`src/rtl/gem_copad_selftrig_if.sv`:
```
// gem_copad_selftrig_if: co-pad finder inputs, trigger controls and trigger/dump/counter outputs (feb_mask only with GEM_SELFTRIG_FEB_MASK_EN)
interface gem_copad_selftrig_if #(
  parameter int MXCLUSTERS = 8,
  parameter int MXCLSTB    = 14,
  parameter int MXFEB      = 24,
  parameter int MXCNTB     = 16
);
  logic [MXCLUSTERS-1:0]         match;
  logic                          any_match;
  logic [MXCLSTB-1:0]            cluster [MXCLUSTERS];
  logic [MXFEB-1:0]              active_feb_list;
  logic                          trig_en;
  logic [7:0]                    prescale;
  logic [3:0]                    deadtime;
  logic [3:0]                    min_nmatch;
  logic                          cnt_clear;
`ifdef GEM_SELFTRIG_FEB_MASK_EN
  logic [MXFEB-1:0]              feb_mask;
`endif
  logic                          gem_self_trig;
  logic [MXFEB-1:0]              trig_feb_list;
  logic                          clst_vld;
  logic [MXCLSTB-1:0]            clst_data;
  logic [$clog2(MXCLUSTERS)-1:0] clst_idx;
  logic                          clst_last;
  logic                          busy;
  logic [MXCNTB-1:0]             match_cnt;
  logic [MXCNTB-1:0]             trig_cnt;
  modport master (
    output match, any_match, cluster, active_feb_list, trig_en, prescale, deadtime, min_nmatch, cnt_clear,
`ifdef GEM_SELFTRIG_FEB_MASK_EN
    output feb_mask,
`endif
    input  gem_self_trig, trig_feb_list, clst_vld, clst_data, clst_idx, clst_last, busy, match_cnt, trig_cnt
  );
  modport slave (
    input  match, any_match, cluster, active_feb_list, trig_en, prescale, deadtime, min_nmatch, cnt_clear,
`ifdef GEM_SELFTRIG_FEB_MASK_EN
    input  feb_mask,
`endif
    output gem_self_trig, trig_feb_list, clst_vld, clst_data, clst_idx, clst_last, busy, match_cnt, trig_cnt
  );
endinterface

```
`src/rtl/gem_copad_selftrig.sv`:
```
// gem_copad_selftrig: prescaled, dead-timed GEM self-trigger with serial matched-cluster dump and saturating counters (optional FEB mask: GEM_SELFTRIG_FEB_MASK_EN)
module gem_copad_selftrig (
  input logic              clock,
  input logic              global_reset,
  gem_copad_selftrig_if.slave bus
);
  localparam int MXCLUSTERS = 8;
  localparam int MXCLSTB    = 14;
  localparam int MXFEB      = 24;
  localparam int MXCNTB     = 16;
  localparam int IW         = $clog2(MXCLUSTERS);
  localparam int CW         = $clog2(MXCLUSTERS + 1);
  localparam logic [1:0] IDLE = 2'd0;
  localparam logic [1:0] DUMP = 2'd1;
  localparam logic [1:0] DEAD = 2'd2;
  logic [1:0]            state;
  logic [7:0]            psc;
  logic [MXCLUSTERS-1:0] mask;
  logic [MXCLUSTERS-1:0] mask_nxt;
  logic [MXCLUSTERS-1:0] m_eff;
  logic [3:0]            dcnt;
  logic [MXCLSTB-1:0]    clst_q [MXCLUSTERS];
  logic [CW-1:0]         nmatch;
  logic [3:0]            thr;
  logic [IW-1:0]         low_idx;
  logic [MXFEB-1:0]      feb_en;
  logic                  feb_ok;
  logic                  cand;
  logic                  fire;
`ifdef GEM_SELFTRIG_FEB_MASK_EN
  assign feb_en = bus.active_feb_list & ~bus.feb_mask;
  assign feb_ok = |feb_en;
`else
  assign feb_en = bus.active_feb_list;
  assign feb_ok = 1'b1;
`endif
  assign bus.busy = state != IDLE;
  // candidate qualification, prescale decision and next dump slot
  always_comb begin
    m_eff = bus.match & {MXCLUSTERS{bus.any_match}};
    nmatch = '0;
    for (int i = 0; i < MXCLUSTERS; i++) nmatch = nmatch + CW'(m_eff[i]);
    thr = bus.min_nmatch == 4'd0 ? 4'd1 : bus.min_nmatch;
    cand = bus.trig_en & bus.any_match & (4'(nmatch) >= thr) & (state == IDLE) & feb_ok;
    fire = cand & (psc >= bus.prescale);
    low_idx = '0;
    for (int i = MXCLUSTERS - 1; i >= 0; i--) if (mask[i]) low_idx = IW'(i);
    mask_nxt = mask & (mask - 1'b1);
  end
  // trigger FSM: fire from IDLE, dump lowest mask bit per clock, then dead time
  always_ff @(posedge clock or posedge global_reset) begin
    if (global_reset) begin
      state <= IDLE;
      psc <= '0;
      mask <= '0;
      dcnt <= '0;
      bus.gem_self_trig <= 1'b0;
      bus.trig_feb_list <= '0;
      bus.clst_vld <= 1'b0;
      bus.clst_data <= '0;
      bus.clst_idx <= '0;
      bus.clst_last <= 1'b0;
    end else begin
      bus.gem_self_trig <= fire;
      bus.clst_vld <= 1'b0;
      bus.clst_last <= 1'b0;
      if (cand) psc <= fire ? 8'd0 : psc + 8'd1;
      case (state)
        IDLE: if (fire) begin
          state <= DUMP;
          mask <= m_eff;
          bus.trig_feb_list <= feb_en;
        end
        DUMP: begin
          bus.clst_vld <= 1'b1;
          bus.clst_idx <= low_idx;
          bus.clst_data <= clst_q[low_idx];
          bus.clst_last <= mask_nxt == '0;
          mask <= mask_nxt;
          if (mask_nxt == '0) begin
            state <= bus.deadtime == 4'd0 ? IDLE : DEAD;
            dcnt <= bus.deadtime;
          end
        end
        DEAD: begin
          dcnt <= dcnt - 4'd1;
          if (dcnt == 4'd1) state <= IDLE;
        end
        default: state <= IDLE;
      endcase
    end
  end
  // snapshot of the cluster words taken on the firing clock
  always_ff @(posedge clock or posedge global_reset) begin
    if (global_reset) clst_q <= '{default: '0};
    else if (fire) clst_q <= bus.cluster;
  end
  // saturating match/trigger counters, clear wins over increment
  always_ff @(posedge clock or posedge global_reset) begin
    if (global_reset) begin
      bus.match_cnt <= '0;
      bus.trig_cnt <= '0;
    end else begin
      bus.match_cnt <= bus.cnt_clear ? '0 : (bus.any_match && bus.match_cnt != '1) ? bus.match_cnt + MXCNTB'(1) : bus.match_cnt;
      bus.trig_cnt <= bus.cnt_clear ? '0 : (fire && bus.trig_cnt != '1) ? bus.trig_cnt + MXCNTB'(1) : bus.trig_cnt;
    end
  end
endmodule
```
`src/flat_wrapper.sv`:
```
// flat-port wrapper written by rule: the top's interface ports become plain ports
module gem_copad_selftrig_flat 
  (clock, global_reset, bus_match, bus_any_match, bus_cluster, bus_active_feb_list, bus_trig_en, bus_prescale, bus_deadtime, bus_min_nmatch, bus_cnt_clear, bus_gem_self_trig, bus_trig_feb_list, bus_clst_vld, bus_clst_data, bus_clst_idx, bus_clst_last, bus_busy, bus_match_cnt, bus_trig_cnt);
  gem_copad_selftrig_if bus_i ();
  input logic clock;
  input logic global_reset;
  input wire logic [$bits(bus_i.match)-1:0] bus_match;
  input wire logic [$bits(bus_i.any_match)-1:0] bus_any_match;
  input wire logic [$bits(bus_i.cluster)-1:0] bus_cluster;
  input wire logic [$bits(bus_i.active_feb_list)-1:0] bus_active_feb_list;
  input wire logic [$bits(bus_i.trig_en)-1:0] bus_trig_en;
  input wire logic [$bits(bus_i.prescale)-1:0] bus_prescale;
  input wire logic [$bits(bus_i.deadtime)-1:0] bus_deadtime;
  input wire logic [$bits(bus_i.min_nmatch)-1:0] bus_min_nmatch;
  input wire logic [$bits(bus_i.cnt_clear)-1:0] bus_cnt_clear;
  output wire logic [$bits(bus_i.gem_self_trig)-1:0] bus_gem_self_trig;
  output wire logic [$bits(bus_i.trig_feb_list)-1:0] bus_trig_feb_list;
  output wire logic [$bits(bus_i.clst_vld)-1:0] bus_clst_vld;
  output wire logic [$bits(bus_i.clst_data)-1:0] bus_clst_data;
  output wire logic [$bits(bus_i.clst_idx)-1:0] bus_clst_idx;
  output wire logic [$bits(bus_i.clst_last)-1:0] bus_clst_last;
  output wire logic [$bits(bus_i.busy)-1:0] bus_busy;
  output wire logic [$bits(bus_i.match_cnt)-1:0] bus_match_cnt;
  output wire logic [$bits(bus_i.trig_cnt)-1:0] bus_trig_cnt;
  assign bus_i.match = bus_match;
  assign bus_i.any_match = bus_any_match;
  assign bus_i.cluster = {>>{bus_cluster}};
  assign bus_i.active_feb_list = bus_active_feb_list;
  assign bus_i.trig_en = bus_trig_en;
  assign bus_i.prescale = bus_prescale;
  assign bus_i.deadtime = bus_deadtime;
  assign bus_i.min_nmatch = bus_min_nmatch;
  assign bus_i.cnt_clear = bus_cnt_clear;
  assign bus_gem_self_trig = bus_i.gem_self_trig;
  assign bus_trig_feb_list = bus_i.trig_feb_list;
  assign bus_clst_vld = bus_i.clst_vld;
  assign bus_clst_data = bus_i.clst_data;
  assign bus_clst_idx = bus_i.clst_idx;
  assign bus_clst_last = bus_i.clst_last;
  assign bus_busy = bus_i.busy;
  assign bus_match_cnt = bus_i.match_cnt;
  assign bus_trig_cnt = bus_i.trig_cnt;
  gem_copad_selftrig u_core (.clock(clock), .global_reset(global_reset), .bus(bus_i));
endmodule
```
`config.mk`:
```
export PLATFORM = sky130hd
export DESIGN_NAME = gem_copad_selftrig_flat
export DESIGN_NICKNAME = d
export VERILOG_FILES = /design/src/rtl/gem_copad_selftrig_if.sv /design/src/rtl/gem_copad_selftrig.sv /design/src/flat_wrapper.sv
export SDC_FILE = /design/constraint.sdc
export NUM_CORES = 1
export LEC_CHECK = 0
export ABC_CLOCK_PERIOD_IN_PS = 9600
export BUFFER_PORTS_ARGS = -buffer_cell sky130_fd_sc_hd__buf_2
export CORE_MARGIN = 4
export CORE_UTILIZATION = 54
export CTS_CLUSTER_DIAMETER = 200
export CTS_CLUSTER_SIZE = 28
export DETAILED_ROUTE_END_ITERATION = 10
export PLACE_DENSITY_LB_ADDON = 0.2
export SETUP_SLACK_MARGIN = 0.05
export SYNTH_ARGS = -nofsm -noshare
export SYNTH_HDL_FRONTEND = slang
export SYNTH_SLANG_ARGS = --single-unit
```
`constraint.sdc`:
```
create_clock -name clock -period 9.6 [get_ports clock]
set_input_delay 2.88 -clock clock [delete_from_list [all_inputs] [get_ports clock]]
set_output_delay 2.88 -clock clock [all_outputs]
set_load 0.01 [all_outputs]
```
# Yosys cells after proc, flatten, opt, wreduce, memory -nomap -nowiden
# Cells that the tools add are included.
dict set report classes {
  addsub 12
  order_cmp 3
  eq_ne 8
  mux 28
  bitwise_logic 7
  reduce_logical 15
}
# cell n
set ops {}
lappend ops {{$mux W16} 4}
lappend ops {{$bmux W14 S3} 1}
lappend ops {{$add A16 B1 Y16 const B} 2}
lappend ops {{$ne A16 B16 Y1 const B} 2}
lappend ops {{$mux W14} 2}
lappend ops {{$add A4 B1 Y4} 6}
lappend ops {{$mux W3} 8}
lappend ops {{$and A8 B8 Y8} 2}
lappend ops {{$mux W8} 2}
lappend ops {{$pmux W8 S2} 1}
lappend ops {{$reduce_bool A2 Y1} 5}
lappend ops {{$add A8 B1 Y8 const B} 1}
lappend ops {{$ge A8 B8 Y1} 1}
lappend ops {{$logic_not A4 Y1} 2}
lappend ops {{$logic_not A8 Y1} 1}
lappend ops {{$mux W2} 4}
lappend ops {{$mux W4} 2}
lappend ops {{$pmux W4 S2} 1}
lappend ops {{$sub A8 B1 Y8 const B} 1}
lappend ops {{$ne A2 B1 Y1 const B} 3}
lappend ops {{$pmux W2 S3} 1}
lappend ops {{$reduce_and A2 Y1} 3}
lappend ops {{$and A1 B1 Y1} 4}
lappend ops {{$eq A4 B1 Y1 const B} 1}
lappend ops {{11 further kinds} 13}
dict set report word_totals {
  register_bits 210
  in_bits 165
}

# Depth between registers and ports, before layout
# Gate-level depths: netlist of the first run.
dict set report depth {
  depth_word 15
  depth_mapped 22
}

# Worst setup path before layout of the first run
# OpenSTA, ideal clock, no wires.
dict set report synth_timing {
  path_kind {input-to-reg}
  from {in bus_any_match}
  to {reg u_core.bus.trig_feb_list[10]}
  setup_time_ps 127
  t_arrival_ps 7262
  required_time_ps 9473
  setup_slack_ps 2211
  path_stages 21
  path_buffers 4
  path_cell_list {clkbuf_1 -> and2_1 -> ha_1 -> inv_1 -> fa_1 -> fa_1 -> inv_1 -> fa_1 -> inv_1 -> fa_1 -> inv_1 -> ha_1 -> o21ai_0 -> a21oi_1 -> o31ai_2 -> or2_1 -> buf_2 -> inv_2 -> buf_8 -> buf_8 -> mux2_1}
}
dict set report synth_via {
  elab_chain_cells 13
  word_cells_on_any_way 14
}
# item line
set synth_rtl {}
lappend synth_rtl {{from (decl)} flat_wrapper.sv:8} ;# input wire logic [$bits(bus_i.any_match)-1:0] bus_any_match;
lappend synth_rtl {{$and A8 B8 Y8} gem_copad_selftrig.sv:40} ;# m_eff = bus.match & {MXCLUSTERS{bus.any_match}};
lappend synth_rtl {{$add A1 B1 Y2} gem_copad_selftrig.sv:42} ;# for (int i = 0; i < MXCLUSTERS; i++) nmatch = nmatch + CW'(m_eff[i]);
lappend synth_rtl {{$add A4 B1 Y4 (6 in series)} gem_copad_selftrig.sv:42}
lappend synth_rtl {{$ge A4 B4 Y1} gem_copad_selftrig.sv:44} ;# cand = bus.trig_en & bus.any_match & (4'(nmatch) >= thr) & (state == IDLE) & feb_ok;
lappend synth_rtl {{$and A1 B1 Y1 * (2 in series)} gem_copad_selftrig.sv:44}
lappend synth_rtl {{$and A1 B1 Y1 *} gem_copad_selftrig.sv:45} ;# fire = cand & (psc >= bus.prescale);
lappend synth_rtl {{$reduce_and A2 Y1 (no source line) *} -}
lappend synth_rtl {{to (signal assigned)} gem_copad_selftrig.sv:72} ;# bus.trig_feb_list <= feb_en;
lappend synth_rtl {{to (decl)} gem_copad_selftrig_if.sv:41} ;# output gem_self_trig, trig_feb_list, clst_vld, clst_data, clst_idx, clst_last, busy, match_cnt, trig_cnt
# Mark *: on every way between the ends. The rest lies on a longest branch, timed or not.
# A chain may end at the register's enable or synchronous reset.

# Final worst setup path of the first run
dict set report layout_timing {
  from {in bus_any_match}
  to {reg u_core.bus.trig_feb_list[2]}
}
# The elaborated chain is that of the path after synthesis.

==> results of run 1 <==
layout make-up:
type | instances | area [sq um]
Antenna cell | 4 | 10.0
Clock buffer | 11 | 275
Clock inverter | 1 | 16.3
Fill cell | 1538 | 6960
Inverter | 29 | 119
Multi-Input combinational cell | 524 | 4510
Sequential cell | 210 | 5260
Tap cell | 234 | 293
Timing Repair Buffer | 250 | 1270
per-stage QoR:
stage	instances	cell area, sq um
2_1_floorplan	808	10200
3_3_place_gp	1247	11400
3_5_place_dp	1247	11400
4_1_cts	1259	11700
5_1_grt	1262	11700
6_report	1263	11700
worst min path at each step:
stage | slack [ns] | cells past startpoint | to
2_1_floorplan | 0.45 | 1 | u_core.clst_q[89]$_DFFE_PP0N_
3_3_place_gp | 0.46 | 1 | u_core.clst_q[97]$_DFFE_PP0N_
3_5_place_dp | 0.47 | 1 | u_core.clst_q[96]$_DFFE_PP0N_
4_1_cts | 0.49 | 1 | u_core.clst_q[111]$_DFFE_PP0N_
5_1_grt | 0.51 | 1 | u_core.clst_q[55]$_DFFE_PP0N_
6_report | 0.48 | 1 | u_core.clst_q[111]$_DFFE_PP0N_
worst max-delay path: cells and delay by family:
family	cells	cell delay, ns
multiplexers	1	0.40
AO/OA/AOI/OAI	3	0.41
adder cells (fa/ha/maj)	6	2.32
buffers and inverters	8	1.83
AND/OR/NAND/NOR	2	0.48
cell families (layout without fill, tap and decap cells):
logic type                 count (synthesis)  in the layout
xor gates and xnor gates                  28             28
muxes                                    183            183
adders and majority gates                 24             24
DFF                                      210            210
and+or+nand+nor                          185            185
other                                      0              4
buffers and inverters                     74            291
AOI/OAI and AO/OA                        104            104
power breakdown:
group	total, uW	internal, uW	switching (uW)
combinational	939	493	446
clock	490	212	278
sequential	1340	1170	174
layer usage:
layer	up-vias	share of wire
li1	3345	-
met1	3443	0.45
met2	178	0.46
met3	35	0.067
met4	12	0.017
met5	-	0.0030
state kept, by name, summed over array words and instances (netlist names):
signal / cells
u_core.state: 2
u_core.bus.trig_feb_list: 24
u_core.bus.clst_data: 14
u_core.dcnt: 4
u_core.bus.gem_self_trig: 1
u_core.bus.match_cnt: 16
u_core.clst_q: 112
u_core.mask: 8
u_core.bus.trig_cnt: 16
u_core.bus.clst_last: 1
u_core.psc: 8
u_core.bus.clst_idx: 3
u_core.bus.clst_vld: 1
placed cells by master (no fill, tap or decap), drive strengths merged, types with 9 or more instances in the layout:
cell | netlist | layout
buf | 32 | 250
dfrtp | 210 | 210
mux2 | 151 | 151
nor2 | 48 | 48
nand2 | 42 | 42
inv | 28 | 29
o21ai | 23 | 23
nand3 | 20 | 20
ha | 20 | 20
xnor2 | 19 | 19
a21oi | 19 | 19
mux2i | 18 | 18
o211ai | 15 | 15
a22oi | 14 | 14
nor4 | 14 | 14
mux4 | 14 | 14
clkbuf | 13 | 11
nor3 | 11 | 11
nand4 | 9 | 9
xor2 | 9 | 9
==> out/summary.md, run 1 <==
The run gives 0 as the post-route antenna net violation count. For the cell count after synthesis, the log shows 808. Among all flip-flop cells after synthesis, the most frequent one is dfrtp_1. By area, the combinational part of the netlist is dominated by multiplexers. The final worst-path cycle share is 0.834. TritonCTS built the clock tree.

The worst setup path is of the in -> reg kind. In the final design database the tool counted 1,215 nets. The flow ran to the end, and the final reports show no timing, DRC or antenna violations. The worst slack at placement came out at 1.06 ns.

The tools report the quantity of gates resized following cts as 0. The post-synthesis simple-gate area fraction is 0.0921. Counting along the longest clock path gives a buffer depth of 3. Final max-slew violation count: 0. For this run, the slowest stage of the critical path takes 0.66 ns. Yosys attributes the largest share of cell area to dfrtp_1 51%, mux2_1 11%, mux2_2 5.6%, ha_1 2.4%, mux4_2 2.0%. The fmax is 125 MHz, and the area of the core is 18,700 sq um. In the post-synthesis netlist, the cell with the most instances is dfrtp_1. The number of maximum-capacitance violations is 0, and the depth of the worst register-to-register path is 9.

Setup total negative slack on the finished layout was measured at 0 ns. After global routing the overflow that remains totals 0. The largest net degree at the start of global routing is 145, and the cell leakage power is 0.00600 uW. The clock drives 210 sinks. For the global routing usage on met2, the log shows 0.338.

The cell taking the most area after synthesis was dfrtp_1. The run gives 22,700 um as the overall routed net length. At the worst endpoint, the arrival time is 8.36 ns. The number of top-level design ports was 242; the complex-gate fraction of the synthesized area was 0.0746. The die boundary width works out to 146 um. The tools report the clock insertion delay at the later pin of the skew report as 0.46 ns. Following the worst setup path forward leads to its endpoint at u_core.bus.trig_feb_list[2]$_DFFE_PP0P_. The congestion estimate from routability-driven global placement came to 0.820. The max-slew headroom at the worst pin came out at 0.231.

The average instance in the mapped netlist occupies 12.7 sq um. The kind of capture point of the worst setup path is a flip-flop. The library cell used as clock root buffer is clkbuf_16.

The endpoint identified for the worst register-to-register timing path is u_core.bus.trig_feb_list[14]$_DFFE_PP0P_. STA classifies the critical path startpoint as a primary input. The initial core utilization was 0.548. When the netlist entered floorplanning its net count stood at 997. The proportion of synthesized chip area in sequential cells came out at 0.513. The number of hold buffers added after CTS was 0. The total number of yosys warnings is 0, and the routed length per instance is 18.0 um. The most critical setup path has its startpoint at bus_any_match. Walking the worst path, the cells encountered are buf_2 -> and2_1 -> ha_1 -> inv_1 -> fa_1 -> fa_1 -> inv_1 -> fa_1 -> inv_1 -> fa_1 -> inv_1 -> ha_1 -> o21ai_0 -> a21oi_1 -> o31ai_4 -> buf_4 -> or2_1 -> inv_4 -> buf_4 -> mux2_2.

The multiplexer share of the synthesized area is 0.216, and the post-synthesis adder-cell area fraction is 0.0322. In this run the tool buffered the top-level ports with 241 buffer cells. The logs give 0 for the number of buffers inserted by post-CTS setup repair and 16,500 um for the detailed-placement wirelength estimate. The first TritonRoute pass finished after 4 iterations.

The highest ir drop seen on vdd is 199 uV. For the DRC violation count after routing, the log shows 0. The most utilized layer in the global route result is met2.

The tools report the via count of the first global-routing pass as 7,181. The share of Yosys cell area claimed by the top area cell type was 0.513. The layout cell share with drive strength beyond 1 was 0.333. The area share of xor/xnor cells in the synthesized design was 0.0239; the die boundary height was 146 um.

Number of hold violations in the final report: 0. The cell area after synthesis came out at 10,200 sq um. Dividing total power by cell area gives a power density of 236 nW/um^2.

The tools report the number of violations reported at the end of detailed-routing iteration 0 as 394. The count of H-tree levels built during CTS came out at 1. The floorplan has 50 rows. After synthesis, the most frequently instantiated cells are 210 x dfrtp_1, 100 x mux2_1, 51 x mux2_2. The final route contains 7,013 vias. The post-layout minimum cycle time was 8.00 ns; the maximum fanout encountered on the critical timing path was 76. The hold path startpoint is u_core.clst_q[111]$_DFFE_PP0N_. The total die area is 21,200 sq um. Across all setup checks in the final design, the least slack found is 1.60 ns. After detailed routing, the number of vias per cell comes to 5.55. The logs give 0.485 ns for the hold slack and 6.02 ns for the worst reg-to-reg setup slack.

The fraction of synthesis flops using an asynchronous set or reset pin was 1.00. In this run the critical register-to-register path is launched from u_core.psc[0]$_DFFE_PP0P_. The run gives 0.213 as the overall routing resource usage.

Data on the critical path is required at its endpoint by 9.95 ns. Setup repair after global routing left no endpoint under its margin. The clock-pin slew on the worst setup and hold paths works out to 0.11 ns. The fraction of met3 tracks used by global routing came out at 0.0561.

The clock arrives with 0.0217 ns of skew. The tools report the met1 capacity usage during global routing as 0.299. The count of unique library cells instantiated by Yosys was 65; the total design power was 2770 uW. From synthesis to final layout, the design area changed by 14.7%. In this run, synthesis produced a sequential element count of 210.

The initial antenna violation count was 9. At the pin with the least slew margin, the transition time is 1.14 ns. The number of clock buffers added by TritonCTS is 11. Setup violations remaining at the end of the flow were counted as 0. Counting flops with a built-in enable in the synthesized netlist gives 0. The worst hold path belongs to the class reg -> reg. The first-pass GRT wire length came out at 37,600 um.

Among all stages on the critical path, the largest delay is contributed by inv_4. The run gives 0.628 as the final standard cell utilization of the core.
Note: power is estimated with default switching activity, not from simulation.
==> run 2, diff against run 1 <==
- ABC_CLOCK_PERIOD_IN_PS: 9600 -> 6600
- CORE_UTILIZATION: 54 -> 49
- clock period: 9.6 -> 6.6 ns (I/O delays scaled with it)
==> out/summary.md, run 2 (same netlist as run 1, synthesis figures left out) <==
The net count of the finished layout is 1,221. The area added between synthesis and finish was 16.0%; the final design area excluding fillers was 11,900 sq um. Power spread over the standard cell area amounts to 339 nW/um^2.

Routability-driven placement finished with a final weighted congestion of 0.802. In this run the most critical hold path is launched from u_core.bus.trig_feb_list[22]$_DFFE_PP0P_. The die boundary width is 153 um, and the number of port buffers is 241.

Summing all flip-flop and latch instances after layout gives 5260 sq um. Buffers inserted to repair hold after CTS numbered 0. The count of H-tree levels built during CTS was 1. In this run the worst path has a maximum fanout of 31. For the footprint of the multi-input gates, the log shows 4510 sq um. After layout, the minimum clock period comes to 6.02 ns. The number of hold violations in the final report came out at 0.

The logs give 0 for the number of buffers inserted by post-CTS setup repair and 4 for the detailed-router iteration count before antenna repair. In this run the vertical extent of the chip is 153 um. Setup slack closes at 0.576 ns.

Across the routed clock network, the largest skew measured is 0.0216 ns. The run gives 11,600 sq um as the post-detailed-placement cell area. The overall routed net length is 23,300 um.

The class of the tightest hold or removal check is reg -> reg. TritonCTS created 11 clock buffers. TritonCTS built the clock tree.

Together, buffers and inverters on the worst path number 6. Summed over all failing endpoints, the final setup total negative slack is 0 ns. The layout cell share with drive strength beyond 1 is 0.337. Once detail routing completed, the nets flagged for antenna violations numbered 0. After filler insertion, the fill cell instance count of the layout stands at 1,739. In this run the deepest clock path goes through 3 buffers. For the via count of the first global-routing pass, the log shows 7,093. The source of the worst register-to-register timing path was u_core.state[1]$_DFFE_PP0P_. For the number of top-level design ports, the log shows 242. The category of cells accounting for the largest share of critical-path delay was adder cells.

The area of the core was 20,400 sq um; the worst reg-to-reg setup slack was 3.50 ns. The overall routing resource usage was 0.195; the number of standard-cell rows in the floorplan was 52. The biggest cell delay along the critical path is 0.54 ns. The flow ran to the end, and the final reports show no timing, DRC or antenna violations. The category of the most critical setup path is in -> reg. The actual slew at the worst max-slew pin came out at 0.946 ns. The largest registers in the layout are u_core.clst_q: 112 flops, u_core.bus.trig_feb_list: 24 flops. Across the run, the number of max-cap violations was 0. The max-slew headroom at the worst pin was 0.367.

The tools report the startpoint class of the critical path as a primary input. The required time reported for the critical path endpoint is 6.96 ns, and the initial antenna violation count is 8. Setup repair after global routing left no endpoint under its margin. DRC violation count after routing: 0. Most flop-heavy register: u_core.clst_q.

The worst flop-to-flop path endpoint is u_core.bus.clst_data[6]$_DFFE_PP0P_. The die covers 23,300 sq um. The tools report the kind of capture point of the worst setup path as a flip-flop. The fmax was 166 MHz; the total vias in the final route was 7,023.

The later pin in the worst-skew pair is clocked with a latency of 0.47 ns. The logs give 0 for the final max-slew violation count and 0.0534 ns for the worst slack at placement. The cell leakage power was 0.00604 uW; the worst endpoint data arrival time was 6.38 ns. Summed over all nets, the half-perimeter wirelength after detailed placement is 16,900 um. The largest net degree at the start of global routing is 128.

Highest-delay cell along the critical path: fa_1. For this design, the sink count on the clock tree is 210. The final worst-path cycle share was 0.913. Setup violations remaining at the end of the flow were counted as 0. The register with the most flip-flops in the layout has 112 of them. The logs give 0 for the remaining global-route overflow and 0 for the quantity of gates resized following cts. The worst hold path terminates at u_core.bus.trig_feb_list[22]$_DFFE_PP0P_.

In the final routed layout, each cell accounts on average for 17.8 um. The first global-routing pass estimated 37,800 um of wire. The highest ir drop seen on vdd was 243 uV.

The worst hold path cell count was 1. Depth of the worst register-to-register path: 7. The detailed-route vias per instance is 5.39. After clock tree synthesis, the clock-pin slew on the worst setup and hold paths is 0.11 ns. The tools report the initial core utilization as 0.502. In this run the clock root is driven by a clkbuf_16. The library cells used most frequently in the layout, excluding fill and tap cells, are 241 x buf_2, 210 x dfrtp_1, 100 x mux2_1.

The number of violations reported at the end of detailed-routing iteration 0 is 279. The library cell used most frequently in the layout, excluding fill and tap cells, is buf_2. The signal on the critical path passes through buf_2 -> and2_1 -> ha_1 -> inv_1 -> fa_1 -> fa_1 -> inv_1 -> fa_1 -> inv_1 -> fa_1 -> inv_1 -> ha_1 -> o21ai_0 -> a21oi_1 -> o31ai_4 -> or2_1 -> buf_4 -> mux2_2.
-- run 2: area by class of cell --
| type | instances | area share |
|---|---|---|
| Timing Repair Buffer | 256 | 0.115 |
| Antenna cell | 3 | 0.000632 |
| Tap cell | 270 | 0.0284 |
| Multi-Input combinational cell | 524 | 0.379 |
| Clock buffer | 11 | 0.0232 |
| Inverter | 29 | 0.00969 |
| Clock inverter | 1 | 0.00137 |
| Sequential cell | 210 | 0.442 |
-- run 2: worst max-delay path by stage --
stage                                          endpoint  slack, ns     startpoint  cells after the start
4_1_cts                   u_core.clst_q[80]$_DFFE_PP0N_       0.55  bus_any_match                     19
2_1_floorplan  u_core.bus.trig_feb_list[10]$_DFFE_PP0P_       0.11  bus_any_match                     21
3_5_place_dp              u_core.clst_q[23]$_DFFE_PP0N_       0.05  bus_any_match                     18
3_3_place_gp              u_core.clst_q[97]$_DFFE_PP0N_       0.21  bus_any_match                     19
6_report                  u_core.clst_q[26]$_DFFE_PP0N_       0.58  bus_any_match                     18
5_1_grt                  u_core.clst_q[105]$_DFFE_PP0N_       0.37  bus_any_match                     19
-- run 2: per-layer routing --
layer  track usage  wire (um)  vias up
met5             0         68        -
met4        0.0424        507       12
met3        0.0491       1640       45
met2         0.309      10700      191
met1         0.275      10400     3420
li1              -          -     3355
-- run 2: metrics by stage --
stage,utilization,cells,total power (uW),hold WS (ns)
after global routing,0.582,1303,4310,0.499
after detailed placement,0.567,1289,3360,0.466
after global placement,0.567,1289,3310,0.458
after floorplan,-,808,2970,0.449
after CTS,0.581,1301,4090,0.492
final,0.582,1304,4030,0.489
-- run 2: report_power, final --
part	total [uW]	internal [uW]	leakage, uW	switching [uW]
Clock	727	309	0.000143	417
Combinational	1360	721	0.00308	639
Sequential	1940	1700	0.00281	248
==> run 3, diff against run 2 <==
- ABC_CLOCK_PERIOD_IN_PS: 6600 -> 6200
- CORE_UTILIZATION: 49 -> 54
- SKIP_CTS_REPAIR_TIMING: default -> 1
- clock period: 6.6 -> 6.2 ns (I/O delays scaled with it)
==> out/summary.md, run 3 (same netlist as run 1, synthesis figures left out) <==
For this run, the slowest stage of the critical path takes 0.54 ns. The area added between synthesis and finish came out at 15.9%. Category of the most critical setup path: in -> reg. In the post-route analysis, the smallest setup slack over all paths is 0.422 ns. In the final routed layout, each cell accounts on average for 17.8 um. In this run, the number of DRC markers left after iteration 0 of detailed routing was 309.

The final weighted congestion of routability-driven global placement is 0.823, and the CTS buffer count is 11. Including well taps, the total number of placed cells is 1,254. The tools report the worst slack at placement as -0.0633 ns. Setup repair after global routing left no endpoint under its margin.

The post-route antenna net violation count is 0, and the total die area is 21,200 sq um. The worst hold path begins at u_core.clst_q[95]$_DFFE_PP0N_. The tools report the clock sink count as 210. After detailed routing, the number of vias per cell comes to 5.58. The tools report the via count of the first global-routing pass as 7,200.

The highest metal layer carrying signal wires in the routed design is met5. After detailed routing, the number of remaining DRC violations is 0. The tools report the cell-internal power as 2900 uW. Once layout is complete, the cells apart from fillers number 1,268. The hold-critical path endpoint was u_core.clst_q[95]$_DFFE_PP0N_. For this block, wires on met1 add up to 10,100 um. Largest net degree at the start of global routing: 105.

The floorplan step defined a core boundary enclosing 18,700 sq um. For the count of H-tree levels built during CTS, the log shows 1. The max-slew headroom at the worst pin came out at 0.276. The worst hold path cell count is 1, and the length of routed met2 wiring is 10,500 um. The initial antenna violation count was 6; the die boundary width was 146 um.

The tools report the worst flop-to-flop path endpoint as u_core.bus.clst_data[7]$_DFFE_PP0P_. Most frequent standard cell in the layout excluding fill and tap cells: buf_2. Summed over all nets, the half-perimeter wirelength after detailed placement is 16,600 um. The startpoint identified for the worst register-to-register timing path is u_core.mask[5]$_DFFE_PP0P_. The final worst-path cycle share was 0.932; the fmax was 173 MHz.

For this run, the post-layout net count is 1,222. The pre-antenna-repair detailed-routing pass consisted of 4 iterations. The tool flagged a number of max-cap violations equal to 0. The run gives 0 as the number of hold violations in the final report.

The initialized floorplan defines 50 standard-cell rows. The sequential cell fraction of total power was 0.485; the depth of the worst register-to-register path was 6. The actual slew at the worst max-slew pin is 1.08 ns, and the required time reported for the critical path endpoint is 6.53 ns. Adding up every negative setup slack in the final design gives 0 ns. The tools report the part of the total power dissipated in the clock network as 0.178. Ranked by flip-flop count, first place goes to u_core.clst_q. For the number of top-level design ports, the log shows 242. The run finished with clean final reports.

The first global-routing pass estimated 37,400 um of wire. The total vias in the final route is 7,070. The run gives 0 as the final max-slew violation count. The worst setup path is launched from a primary input. TritonCTS built the clock tree. The layout cell share with drive strength beyond 1 is 0.338. In this run the worst path has a maximum fanout of 34. The routed design has 22,600 um of wire. The largest registers in the layout are u_core.clst_q: 112 flops, u_core.bus.trig_feb_list: 24 flops.

For the overall routing resource usage, the log shows 0.212. Number of port buffers: 241. Highest-delay cell along the critical path: fa_1. Combinational fraction of design power: 0.338. The routed design uses 1490 um of met3 wire. The die is 146 um tall.

The initial core utilization was 0.548; the clock-pin slew on the worst setup and hold paths was 0.09 ns. The kind of capture point of the worst setup path is a flip-flop. The later pin in the worst-skew pair is clocked with a latency of 0.46 ns.

The logs give 280 uV for the highest ir drop seen on vdd and 0.0217 ns for the worst clock skew on the final layout. The min-delay analysis places its worst path in the category reg -> reg. The total of endpoints with negative setup slack in the final report was 0; the remaining global-route overflow was 0. The number of flip-flops in the largest register is 112. By instance count, the cell type seen most on the critical path is inv_1. The worst endpoint data arrival time was 6.11 ns. The number of inserted filler cells in the final layout was 1,493. The switching part of the total is 0.322. Power comes to 4280 uW.

Power spread over the standard cell area amounts to 360 nW/um^2. After layout, the minimum clock period comes to 5.78 ns. The worst reg-to-reg setup slack came out at 2.91 ns. For this design the static power due to leakage is 0.00605 uW. The tools report the library cell used as clock root buffer as clkbuf_16. The buffer depth of the longest clock path was 3. The analysis attributes to net switching a power of 1380 uW. In the layout the commonest cells are 241 x buf_2, 210 x dfrtp_1, 100 x mux2_1. Traced cell by cell, the critical path runs through buf_2 -> and2_1 -> ha_1 -> inv_1 -> fa_1 -> fa_1 -> inv_1 -> fa_2 -> inv_1 -> fa_1 -> inv_1 -> ha_1 -> o21ai_1 -> a21oi_1 -> o31ai_4 -> or2_1 -> inv_4 -> buf_12 -> mux2_1.
## run 3: power groups by stage
stage	clock [uW]	sequential (uW)	combinational (uW)
global placement	0	2080	1430
CTS	784	2070	1470
finish	760	2070	1440
global route	831	2130	1600
floorplan	0	2060	1110
detailed placement	0	2100	1470
## run 3: layout make-up
cell class                      count  area (sq um)  area share
Sequential cell                   210          5260       0.443
Multi-Input combinational cell    524          4510       0.380
Timing Repair Buffer              257          1400       0.118
Tap cell                          234           293      0.0247
Clock buffer                       11           275      0.0232
Inverter                           29           115     0.00970
Clock inverter                      1          16.3     0.00137
Antenna cell                        2          5.00    0.000422
## run 3: worst max-delay path by stage
| stage | start | endpoint | slack (ns) | depth (start not counted) |
|---|---|---|---|---|
| detailed placement | bus_any_match | u_core.clst_q[67]$_DFFE_PP0N_ | -0.06 | 19 |
| CTS | bus_any_match | u_core.clst_q[93]$_DFFE_PP0N_ | 0.40 | 19 |
| global route | bus_any_match | u_core.clst_q[105]$_DFFE_PP0N_ | 0.19 | 19 |
| finish | bus_any_match | u_core.clst_q[93]$_DFFE_PP0N_ | 0.42 | 19 |
| floorplan | bus_any_match | u_core.bus.trig_feb_list[10]$_DFFE_PP0P_ | 0.06 | 21 |
| global placement | bus_any_match | u_core.clst_q[16]$_DFFE_PP0N_ | 0.02 | 19 |
## run 3: layer usage
layer	global-route usage	vias to the layer above
met5	0	-
met4	0.0513	8
met3	0.0489	36
met2	0.344	181
met1	0.294	3495
li1	-	3350
## run 3: metrics by stage
step                      cell area, sq um  hold slack (ns)  utilization
final                                11900            0.488        0.635
after detailed placement             11600            0.468        0.619
after global routing                 11900            0.503        0.635
after global placement               11600            0.460        0.619
after CTS                            11900            0.488        0.634
after floorplan                      10300            0.449            -
## run 3: critical path: cells and delay by family
family | cells | cell delay [ns]
and+or+nand+nor | 2 | 0.44
buffers and inverters | 7 | 0.86
AOI/OAI and AO/OA | 3 | 0.38
adders and majority gates | 6 | 2.21
muxes | 1 | 0.35
